## src/rtl/traceback_213_pkg.sv

```systemverilog
// Shared decoder parameters for the (2,1,3) Viterbi traceback block.
// Holds default sizes, FSM encodings and the saturated metric value.
package traceback_213_pkg;

   localparam int FRAME_LEN_DEF = 16;
   localparam int W_DEF         = 4;
   localparam int NS_DEF        = 4;

   localparam logic [W_DEF-1:0] METRIC_SAT = '1;

   typedef enum logic [1:0] {
      FILL   = 2'd0,
      SELECT = 2'd1,
      TRACE  = 2'd2,
      EMIT   = 2'd3
   } tb_state_t;

endpackage

```

## src/rtl/traceback_213_minsel.sv

```systemverilog
// Four-way unsigned argmin over packed path metrics.
// Ties always resolve toward the lower state index.
module tb213_minsel #(
   parameter int W = 4
) (
   input  logic [4*W-1:0] metrics,
   output logic [1:0]     min_idx
);

   logic [W-1:0] m0, m1, m2, m3;
   logic [W-1:0] v01, v23;
   logic         s01, s23, hi;

   assign m0 = metrics[0*W +: W];
   assign m1 = metrics[1*W +: W];
   assign m2 = metrics[2*W +: W];
   assign m3 = metrics[3*W +: W];

   // strict less-than keeps the lower index on equality
   assign s01 = m1 < m0;
   assign s23 = m3 < m2;
   assign v01 = s01 ? m1 : m0;
   assign v23 = s23 ? m3 : m2;
   assign hi  = v23 < v01;

   assign min_idx = hi ? {1'b1, s23} : {1'b0, s01};

endmodule

```

## src/rtl/traceback_213.sv

```systemverilog
// Frame-based survivor traceback: stores ACS decisions, traces back
// from the best final state and emits decoded bits in forward order.
module traceback_213
   import traceback_213_pkg::*;
#(
   parameter int FRAME_LEN = FRAME_LEN_DEF,
   parameter int W         = W_DEF,
   parameter int NS        = NS_DEF
) (
   input  logic            clock,
   input  logic            reset,
   input  logic            dec_valid,
   output logic            dec_ready,
   input  logic [NS-1:0]   dec_bx,
   input  logic [NS*W-1:0] dec_ppm,
   output logic            bit_valid,
   input  logic            bit_ready,
   output logic            bit_out,
   output logic            bit_last
);

   localparam int IW = (FRAME_LEN > 1) ? $clog2(FRAME_LEN) : 1;
   localparam logic [IW-1:0] LAST = IW'(FRAME_LEN - 1);

   tb_state_t state, state_nx;

   logic [IW-1:0]        idx;
   logic [1:0]           cur;
   logic [1:0]           min_idx;
   logic [NS*W-1:0]      ppm_q;
   logic [NS-1:0]        mem [FRAME_LEN];
   logic [FRAME_LEN-1:0] obuf;
   logic                 xfer_in, xfer_out;

   assign xfer_in  = dec_valid && dec_ready;
   assign xfer_out = bit_valid && bit_ready;

   tb213_minsel #(.W(W)) u_minsel (
      .metrics (ppm_q),
      .min_idx (min_idx)
   );

   always_ff @(posedge clock or posedge reset) begin
      if (reset) state <= FILL;
      else       state <= state_nx;
   end

   always_comb begin
      state_nx = state;
      unique case (state)
         FILL:   if (xfer_in && idx == LAST) state_nx = SELECT;
         SELECT: state_nx = TRACE;
         TRACE:  if (idx == '0) state_nx = EMIT;
         EMIT:   if (xfer_out && idx == LAST) state_nx = FILL;
      endcase
   end

   always_ff @(posedge clock or posedge reset) begin
      if (reset) begin
         idx   <= '0;
         cur   <= '0;
         ppm_q <= '0;
      end else begin
         unique case (state)
            FILL: begin
               if (xfer_in) begin
                  if (idx == LAST) begin
                     idx   <= '0;
                     ppm_q <= dec_ppm;
                  end else begin
                     idx <= idx + 1'b1;
                  end
               end
            end
            SELECT: begin
               idx <= LAST;
               cur <= min_idx;
            end
            TRACE: begin
               cur <= {cur[0], mem[idx][cur]};
               // index 0 is left in place as the first read index
               if (idx != '0) idx <= idx - 1'b1;
            end
            EMIT: begin
               if (xfer_out) idx <= (idx == LAST) ? '0 : idx + 1'b1;
            end
         endcase
      end
   end

   always_ff @(posedge clock) begin
      if (state == FILL && xfer_in) mem[idx] <= dec_bx;
      if (state == TRACE)           obuf[idx] <= cur[1];
   end

   assign dec_ready = state == FILL;
   assign bit_valid = state == EMIT;
   assign bit_out   = (state == EMIT) ? obuf[idx] : 1'b0;
   assign bit_last  = (state == EMIT) && (idx == LAST);

endmodule

```

## config.mk

```make
export PLATFORM = sky130hd
export DESIGN_NAME = traceback_213
export DESIGN_NICKNAME = d
export VERILOG_FILES = /design/src/rtl/traceback_213_pkg.sv /design/src/rtl/traceback_213_minsel.sv /design/src/rtl/traceback_213.sv
export SDC_FILE = /design/constraint.sdc
export NUM_CORES = 1
export LEC_CHECK = 0
export ABC_AREA = 1
export BUFFER_PORTS_ARGS = -buffer_cell sky130_fd_sc_hd__buf_2
export CORE_AREA = 4 4 112 114
export DETAILED_ROUTE_END_ITERATION = 10
export DIE_AREA = 0 0 116 118
export GPL_ROUTABILITY_DRIVEN = 0
export PLACE_DENSITY = 0.64
export SYNTH_ARGS = -nofsm -noshare
export SYNTH_HDL_FRONTEND = slang
export SYNTH_HIERARCHICAL = 1
export SYNTH_SLANG_ARGS = --single-unit
```

## constraint.sdc

```tcl
create_clock -name clock -period 2.15 [get_ports clock]
set_input_delay 0.215 -clock clock [delete_from_list [all_inputs] [get_ports clock]]
set_output_delay 0.215 -clock clock [all_outputs]
set_load 0.05 [all_outputs]
```

# [Yosys cells after proc, flatten, opt, wreduce, memory -nomap -nowiden]
# Memories as Yosys holds them, arrays and structs flattened.
# Index checks and enable logic that the tools add are counted.
[word_totals] output_inout_bits=4 ramBits=64 input_bits=24 wordCells=61 n_memories=1 register_bits=40
[mem_list] name="mem" words=16 width=4 rd=1 rd_clocked_by_memory_dff=0 wr=1 line="traceback_213.sv:31" source="logic [NS-1:0] mem [FRAME_LEN];"
[classes] order_cmp=6 eq_ne=10 addsub=2 n_reduce_logical=14 n_mux=23
[op_table] op="two-way mux 4 bit" n=6
[op_table] op="bitwise mux 16 bit" n=1
[op_table] op="one-hot mux 4 bit (4 select lines)" n=1
[op_table] op="< comparator 4 bit" n=3
[op_table] op="AND reduction 3 bit" n=3
[op_table] op="two-way mux 2 bit" n=4
[op_table] op="!= test 2 x 1 -> 1 bit, second input constant" n=4
[op_table] op="one-hot mux 2 bit (4 select lines)" n=1
[op_table] op="logical AND 1 bit" n=7
[op_table] op="two-way mux 1 bit" n=6
[op_table] op="< comparator 4 x 5 -> 1 bit, second input constant" n=1
[op_table] op="adder 4 x 1 -> 4 bit, second input constant" n=1
[op_table] op="binary-select mux 1 bit (select 4 bit)" n=1
[op_table] op="demux 1 bit (select 4 bit)" n=1
[op_table] op="== test 2 bit, second input constant" n=2
[op_table] op="== test 4 bit, second input constant" n=1
[op_table] op="greater-or-equal comparator 4 x 1 -> 1 bit, second input constant" n=1
[op_table] op="logical NOT 4 bit" n=1
[op_table] op="!= test 2 bit, second input constant" n=2
[op_table] op="one-hot mux 2 bit (2 select lines)" n=1
[op_table] op="nonzero test 4 bit" n=1
[op_table] op="subtractor 4 x 1 -> 4 bit, second input constant" n=1
[op_table] op="< comparator 2 x 3 -> 1 bit, second input constant" n=1
[op_table] op="binary-select mux 1 bit (select 2 bit)" n=1
[op_table] op="other kinds (3)" n=3

# [Depth between registers and ports, before layout]
# Gate-level depths: netlist of run 1.
[depth] word_depth=5 depth_mapped=20 depth_no_buf=20

# [Hierarchy]
# Netlist of run 1, hierarchy kept.
[modules_own_cells] mod="traceback_213" instances=1 area_each_um2=4744.6 cells_per_inst=478
[modules_own_cells] mod="tb213_minsel" instances=1 area_each_um2=391.6 cells_per_inst=67

# [Worst setup path before layout of run 1]
# OpenSTA, ideal clock, no wires.
[synth_path] path_type="register to register" start="register state[0]" end="memory mem[10][0] (netlist name), enable pin" t_arrival_ns=1.977 path_stages_with_launch=6 period_less_slack_ns=2.339 setup_slack_ns=-0.189 cell_sequence="dfrtp_1 > inv_1 > ha_1 > nand2_1 > clkbuf_1 > nor3_1"
[synth_via] elab_chain_len=5
[synth_lines] element="start, declared" line="traceback_213.sv:25" source="tb_state_t state, state_nx;"
[synth_lines] element="start signal, assigned" line="traceback_213.sv:45" source="else state <= state_nx;"
[synth_lines] element="logical NOT 2 bit (*)" line="traceback_213.sv:96" source="assign dec_ready = state == FILL;"
[synth_lines] element="via dec_ready" line="traceback_213.sv:13" source="output logic dec_ready,"
[synth_lines] element="logical AND 1 bit" line="traceback_213.sv:35" source="assign xfer_in = dec_valid && dec_ready;"
[synth_lines] element="logical AND 1 bit (*)" line="traceback_213.sv:92" source="if (state == FILL && xfer_in) mem[idx] <= dec_bx;"
[synth_lines] element="two-way mux 1 bit (*)" line="traceback_213.sv:92"
[synth_lines] element="two-way mux 1 bit (not written as such) (*)" line="traceback_213.sv:92"
[synth_lines] element="end, declared" line="traceback_213.sv:31"
# Mark *: on every way through the listed nets, which the timed path passes. The rest lies on a longest branch.

# [Worst setup path after layout of run 1]
[layout_path] start="register ppm_q[5]" end="register cur[0]"
[layout_via] elab_chain_len=5
[layout_lines] element="start, declared" line="traceback_213.sv:30" source="logic [NS*W-1:0] ppm_q;"
[layout_lines] element="start signal, assigned" line="traceback_213.sv:69" source="ppm_q <= dec_ppm;"
[layout_lines] element="< comparator 4 bit" line="traceback_213_minsel.sv:20" source="assign s01 = m1 < m0;"
[layout_lines] element="two-way mux 4 bit" line="traceback_213_minsel.sv:22" source="assign v01 = s01 ? m1 : m0;"
[layout_lines] element="< comparator 4 bit" line="traceback_213_minsel.sv:24" source="assign hi = v23 < v01;"
[layout_lines] element="two-way mux 2 bit (*)" line="traceback_213_minsel.sv:26" source="assign min_idx = hi ? {1'b1, s23} : {1'b0, s01};"
[layout_lines] element="via min_idx[0]" line="traceback_213.sv:29" source="logic [1:0] min_idx;"
[layout_lines] element="one-hot mux 2 bit (2 select lines) (*)" line="traceback_213.sv:64" source="unique case (state)"
[layout_lines] element="end signal, assigned" line="traceback_213.sv:77" source="cur <= min_idx;"
[layout_lines] element="end signal, assigned" line="traceback_213.sv:80" source="cur <= {cur[0], mem[idx][cur]};"
[layout_lines] element="end, declared" line="traceback_213.sv:28" source="logic [1:0] cur;"
# Marks and branches as above.
# A chain may end at the register's enable or synchronous reset.

==> impl_metrics.py, run 1 <==
metrics = {
    "status": {
        "run_status": "finished clean",
    },
    "worst_setup_path": {
        "worst_r2r_endpoint": "cur[0]$_DFFE_PP0N_",
        "worst_ep_required_time_ps": 2390,
        "r2r_start": "ppm_q[5]$_DFFE_PP0P_",
        "crit_path_frequent_cell": "nand2_1",
        "reg2reg_setup_slack_ps": 3,
        "cp_data_arrival_time_ps": 2390,
        "slowest_delay_ps": 410,
        "setup.worst_path.start_class": "flip-flop",
        "crit_slowest_cell": "dfrtp_1",
        "cp.depth": 18,
        "timing.critical_path.buf_inv": 0,
        "path_cells": "ha_1, o21ai_2, nand2_1, nand2_2, nand2_4, nand2_2, o21ai_2, ha_1, nand2_1, nand2_1, nand2_2, nand2_2, nand2_1, nand2_1, nor2_1, nor2_1, nand2_1, nand2_1",
        "worst_setup_path_end_kind": "flip-flop",
        "timing.critical_path.fanout_max": 6,
        "path_class": "reg2reg",
        "ff2ff_path_depth": 18,
        "critPathTopFamily": "simple AND/OR/NAND/NOR gates",
    },
    "pwr": {
        "power.static_leakage_nw": 2.62,
        "max-vdd-ir-drop_v": 0.000653,
        "power_density_nw_per_um2": 1320,
    },
    "cts": {
        "tritoncts": "built",
        "clkSinkCount": 104,
        "clk_pin_slew_worst_paths_ps": 70,
        "cts-htree-levels": 3,
        "cts.path.max_buffers": 2,
        "clk_lat_worst_skew_ps": 350,
        "cts_inserted_buffers": 9,
        "clock_tree_root": "clkbuf_16",
    },
    "placement": {
        "detailed_place.area_um2": 5570,
        "dp_hpwl_um": 7560,
        "dpl.cell_count": 725,
        "portBuffers": 27,
    },
    "global_routing": {
        "grt_antenna_before_repair": 0,
        "grt_first_pass_wirelength_um": 18400,
        "overflow_left_after_global_routing": 0,
        "grt_start_max_net_pins": 26,
        "vias_in_the_first_global_route": 3745,
        "globalRouteTotalUtil": 0.172,
    },
    "timing": {
        "report.final.slew_viol_count": 0,
        "finClkSkew_ps": 8.51,
        "clock.fmax_ghz": 0.466,
        "finalHoldViolCount": 0,
        "max_slew.worst_pin.slew_ps": 558,
        "report.final.setup_viol": 0,
        "grt_setup_unrepaired": "true",
        "fin_worst_hold_slack_ps": 62.7,
        "final_period_utilization": 0.999,
        "max-slew-margin-rel": 0.628,
        "post-route-min-period_ps": 2150,
    },
    "layout": {
        "antenna_cells_inserted": 0,
        "final_cells": 746,
        "drive_above_1_share": 0.196,
        "fin_util": 0.529,
        "post-route-cell-area_um2": 6040,
        "layout_commonest_cell": "nand2_1",
        "synthToLayoutAreaGrowth_pct": 17.5,
        "layout.cells.most_common_list": "nand2_1 (165), edfxtp_1 (80), inv_1 (53)",
        "nets": 642,
    },
    "floorplanning": {
        "die-height_um": 118,
        "core.rowCount": 39,
        "dieArea_um2": 13700,
        "design.portCount": 28,
        "floorplan.core_area_um2": 11400,
        "start_util": 0.450,
        "die_w_um": 116,
    },
    "detailed_routing": {
        "wl_per_cell_um": 15.1,
        "dr.pass1.iters": 4,
        "antenna_violating_nets_post_route": 0,
        "detailedRoute.firstIterationViolations": 288,
        "via_per_inst": 5.08,
        "finalWirelength_um": 11300,
        "post-route-drc-count": 0,
        "via_count": 3786,
    },
    "synthesis": {
        "synth_area_um2": 5140,
        "yosys_register_bits": 104,
        "synth-seq-area-share": 0.585,
        "synthesis.yosys.warnings": 6,
        "syn-instance-count": 545,
        "syn_avg_cell_area_um2": 9.42,
        "netlist-cell-type-count": 34,
        "synthesis.nets": 589,
    },
    "min_path": {
        "worst_hold_path_class": "in2reg",
        "min_to": "ppm_q[11]$_DFFE_PP0P_",
        "hold_depth": 3,
        "min_from": "dec_ppm[11]",
    },
    "flow_run": {
        "maxCapViolations": 0,
    },
}
[metrics by stage]
step                      power [mW]  TNS [ps]  setup slack, ps
final                           7.98         0             2.54
after global routing            8.57      -286             -181
after CTS                       7.79         0             3.20
after detailed placement        5.98     -35.0            -35.0
after global placement          5.89         0             44.8
after floorplan                 5.10         0             35.4
[state kept, by name, indices dropped and copies added (netlist names)]
signal and flops:
mem 64, ppm_q 16, obuf 16, cur 2, idx 4, state 2
[cells in the mapped netlist]
master | instances | area (µm²)
buf_6 | 1 | 11.3
a21oi_4 | 1 | 16.3
nor2_2 | 3 | 18.8
a32oi_1 | 1 | 8.76
nand3_1 | 25 | 125
a41oi_1 | 1 | 8.76
nor3_1 | 30 | 150
o21ai_0 | 27 | 135
o211ai_2 | 1 | 12.5
buf_2 | 11 | 55.1
a21oi_1 | 18 | 90.1
nor2_8 | 1 | 20.0
a311oi_1 | 1 | 8.76
ha_1 | 20 | 250
inv_2 | 7 | 26.3
a31oi_1 | 1 | 6.26
clkinv_1 | 3 | 11.3
nor2_4 | 1 | 11.3
o22ai_1 | 6 | 37.5
xor2_1 | 1 | 8.76
buf_4 | 5 | 37.5
o221ai_2 | 1 | 15.0
nand2_1 | 168 | 631
nand2_4 | 2 | 22.5
clkbuf_1 | 3 | 11.3
o31ai_1 | 1 | 7.51
dfrtp_1 | 24 | 601
o21ai_2 | 1 | 8.76
inv_1 | 59 | 221
edfxtp_1 | 80 | 2400
nor2_1 | 36 | 135
o21a_1 | 1 | 7.51
o21ai_1 | 1 | 5.00
nand2_2 | 3 | 18.8
[layer usage]
| metal | vias up | wire (µm) | GRT usage | share of wire |
|---|---|---|---|---|
| li1 | 1897 | - | - | - |
| met1 | 1791 | 4860 | 0.216 | 0.43 |
| met2 | 85 | 5760 | 0.285 | 0.51 |
| met3 | 13 | 478 | 0.0411 | 0.042 |
| met4 | 0 | 161 | 0.0674 | 0.014 |
| met5 | - | 0 | 0 | 0 |
[logic make-up (layout without fill, tap and decap cells)]
family | after synthesis | count (layout) | share of synthesized area
DFF | 104 | 104 | 0.585
adders and majority gates | 20 | 20 | 0.0487
buffers and inverters | 89 | 147 | 0.0728
and+or+nand+nor | 269 | 269 | 0.220
AOI/OAI and AO/OA | 62 | 62 | 0.0716
xor gates and xnor gates | 1 | 1 | 0.00171
[what timing repair did]
action                                  4_1_cts  5_1_grt
hold buffers                                  1        0
setup buffers                                 0        4
pin swaps                                     0       14
hold endpoints to repair                     24        0
endpoints found under the setup margin        4        4
gates resized for setup                      13       25
[power by group]
group          switching, mW  leakage (nW)  internal [mW]
Combinational           2.32          1.44           1.27
Clock                  0.709         0.148           1.02
Sequential             0.233          1.03           2.42
[worst max path at each step]
stage | start | end | slack [ps]
floorplan | state[0]$_DFFE_PP0P_ | mem[10][0]$_DFFE_PP_ | 40
global placement | ppm_q[11]$_DFFE_PP0P_ | cur[0]$_DFFE_PP0N_ | 40
detailed placement | ppm_q[7]$_DFFE_PP0P_ | cur[0]$_DFFE_PP0N_ | -40
CTS | ppm_q[15]$_DFFE_PP0P_ | cur[0]$_DFFE_PP0N_ | 3
global route | ppm_q[5]$_DFFE_PP0P_ | cur[0]$_DFFE_PP0N_ | -180
finish | ppm_q[5]$_DFFE_PP0P_ | cur[0]$_DFFE_PP0N_ | 3
[worst register-to-register path, cell delays in order, from the launching register on]
cell	delay (ps)
dfrtp_1	410
ha_1	310
o21ai_2	60
nand2_1	70
nand2_2	100
nand2_4	80
nand2_2	80
o21ai_2	60
ha_1	300
nand2_1	60
nand2_1	60
nand2_2	80
nand2_2	50
nand2_1	60
nand2_1	40
nor2_1	90
nor2_1	50
nand2_1	60
nand2_1	40
[area by class of cell]
| type | count | area [µm²] |
|---|---|---|
| inverter | 69 | 268 |
| fill | 1017 | 5380 |
| sequential | 104 | 3010 |
| tap | 143 | 179 |
| timing repair buffer | 62 | 438 |
| clock buffer | 10 | 229 |
| multi-input combinational | 352 | 1830 |
| clock inverter | 6 | 85.1 |
No activity file was read; power rests on OpenSTA's default activity.
==> run 2: changes to the inputs <==
- clock period: 2.15 -> 1.9 ns (I/O delays scaled with it)
==> impl_metrics.py, run 2 (same netlist as run 1, synthesis figures left out) <==
metrics = {
    "timing": {
        "fin_worst_hold_slack_ps": 34.2,
        "post-route-min-period_ps": 2070,
        "max-slew-margin-rel": 0.716,
        "grt_setup_unrepaired": "true",
        "finClkSkew_ps": 9.22,
        "report.final.slew_viol_count": 0,
        "final_period_utilization": 1.09,
        "post-route-worst-setup-slack_ps": -168,
        "finalHoldViolCount": 0,
        "max_slew.worst_pin.slew_ps": 424,
        "report.final.setup_viol": 3,
        "clock.fmax_ghz": 0.484,
    },
    "min_path": {
        "hold_depth": 3,
        "worst_hold_path_class": "in2reg",
        "min_to": "ppm_q[2]$_DFFE_PP0P_",
        "min_from": "dec_ppm[2]",
    },
    "pwr": {
        "power_density_nw_per_um2": 1530,
        "power.static_leakage_nw": 2.82,
        "power_mw": 10.0,
        "power.share.clock": 0.191,
        "power.combinational.fraction": 0.513,
        "p_switching_mw": 4.11,
        "internal_power_mw": 5.90,
        "power.switching_fraction": 0.410,
        "max-vdd-ir-drop_v": 0.000697,
        "seq_power_share": 0.296,
    },
    "layout": {
        "antenna_cells_inserted": 0,
        "drive_above_1_share": 0.286,
        "fillerInstances": 953,
        "layout_commonest_cell": "nand2_1",
        "synthToLayoutAreaGrowth_pct": 27.1,
        "nets": 672,
        "register_with_the_highest_flop_count": "mem",
        "final_cells": 776,
        "layout.cells.most_common_list": "nand2_1 (156), edfxtp_1 (80), buf_4 (57)",
        "largestRegisters": "mem (64), obuf (16), ppm_q (16)",
        "fin_util": 0.572,
        "largest_register_ffs": 64,
    },
    "cts": {
        "tritoncts": "built",
        "cts_inserted_buffers": 9,
        "cts-htree-levels": 3,
        "clock_tree_root": "clkbuf_16",
        "clkSinkCount": 104,
        "cts.path.max_buffers": 2,
        "clk_lat_worst_skew_ps": 350,
        "clk_pin_slew_worst_paths_ps": 70,
    },
    "detailed_routing": {
        "detailedRoute.firstIterationViolations": 242,
        "routed-wl-met3_um": 626,
        "via_count": 3960,
        "antenna_violating_nets_post_route": 0,
        "routedLengthMet1_um": 4960,
        "routed.top_layer": "met4",
        "wl_per_cell_um": 15.2,
        "finalWirelength_um": 11800,
        "post-route-drc-count": 0,
        "route.met2.wl_um": 5980,
        "via_per_inst": 5.10,
        "dr.pass1.iters": 6,
    },
    "global_routing": {
        "grt_first_pass_wirelength_um": 19100,
        "grt_start_max_net_pins": 25,
        "globalRouteTotalUtil": 0.178,
        "grt_antenna_before_repair": 0,
        "overflow_left_after_global_routing": 0,
        "vias_in_the_first_global_route": 3811,
    },
    "floorplanning": {
        "core.rowCount": 39,
        "dieArea_um2": 13700,
        "die_w_um": 116,
        "die-height_um": 118,
        "floorplan.core_area_um2": 11400,
        "design.portCount": 28,
        "start_util": 0.450,
    },
    "status": {
        "failed_checks": "setup timing",
        "run_status": "finished, violations left",
    },
    "placement": {
        "place_worst_setup_slack_ps": -254,
        "portBuffers": 27,
        "dp_hpwl_um": 7710,
        "dpl.cell_count": 735,
    },
    "worst_setup_path": {
        "worst_ep_required_time_ps": 2130,
        "ff2ff_path_depth": 17,
        "worst_r2r_endpoint": "cur[1]$_DFFE_PP0N_",
        "worst_setup_path_end_kind": "flip-flop",
        "path_class": "reg2reg",
        "r2r_start": "ppm_q[15]$_DFFE_PP0P_",
        "timing.critical_path.fanout_max": 5,
        "setup.worst_path.start_class": "flip-flop",
        "cp_data_arrival_time_ps": 2300,
        "reg2reg_setup_slack_ps": -170,
    },
    "flow_run": {
        "maxCapViolations": 0,
    },
}
-- run 2: cell count changes in the layout (fill, tap and decap cells not counted), moves of 9 or more --
| cell | before | now |
|---|---|---|
| nor3_1 | 30 | 18 |
| buf_4 | 32 | 57 |
| nand2_2 | 6 | 15 |
| nand2_1 | 165 | 156 |
| nor3_2 | 0 | 11 |
-- run 2: final cells by class --
type	instances	area, µm²	area share
clock buffer	9	225	0.0345
clock inverter	7	85.1	0.0130
inverter	69	272	0.0416
multi-input combinational	352	2020	0.309
sequential	104	3010	0.460
tap	143	179	0.0274
timing repair buffer	92	747	0.114
-- run 2: what timing repair did --
action,CTS,global route
buffers inserted,7,14
cloned,2,1
pin swaps,13,16
gates resized for setup,24,26
hold buffers,1,0
endpoints found under the hold margin,24,0
endpoints found under the setup margin,5,9
-- run 2: how the worst max path moves through the flow --
| stage | start | end | slack (ps) | cells past startpoint |
|---|---|---|---|---|
| floorplan | ppm_q[15]$_DFFE_PP0P_ | cur[0]$_DFFE_PP0N_ | -60 | 19 |
| global placement | ppm_q[2]$_DFFE_PP0P_ | cur[0]$_DFFE_PP0N_ | -130 | 19 |
| detailed placement | ppm_q[15]$_DFFE_PP0P_ | cur[0]$_DFFE_PP0N_ | -250 | 18 |
| CTS | ppm_q[15]$_DFFE_PP0P_ | cur[0]$_DFFE_PP0N_ | -170 | 19 |
| global route | ppm_q[1]$_DFFE_PP0P_ | cur[0]$_DFFE_PP0N_ | -320 | 19 |
| finish | ppm_q[15]$_DFFE_PP0P_ | cur[1]$_DFFE_PP0N_ | -170 | 17 |
-- run 2: critical path, cell delays in order (launching register included) --
cell     delay [ps]
dfrtp_1         420
ha_4            300
nand2_2          60
inv_2            50
nand2_2          50
nand2_2          80
inv_4            50
nand2_2          50
o21ai_2          50
ha_1            270
nand2_1          60
nand2_2          70
nand2_2          60
nand2_2          60
buf_4           100
inv_2            20
o21ai_1         110
o22ai_1          90
-- run 2: through the flow --
step | area, µm² | TNS [ps]
4_1_cts | 6280 | -332
2_1_floorplan | 5260 | -89.6
6_report | 6530 | -422
5_1_grt | 6530 | -810
3_5_place_dp | 5780 | -452
3_3_place_gp | 5780 | -196
-- run 2: power by group through the flow --
stage / clock (mW) / combinational [mW] / sequential, mW
final: 1.92 / 5.13 / 2.97
after global routing: 2.07 / 5.65 / 2.99
after CTS: 1.95 / 4.63 / 2.95
after detailed placement: 0 / 4.20 / 2.98
after global placement: 0 / 4.12 / 2.96
after floorplan: 0 / 2.98 / 2.95
-- run 2: per-layer routing --
layer,vias to the layer above,GRT usage
met5,-,0
met4,0,0.0602
met3,22,0.0334
met2,130,0.293
met1,1847,0.234
li1,1961,-
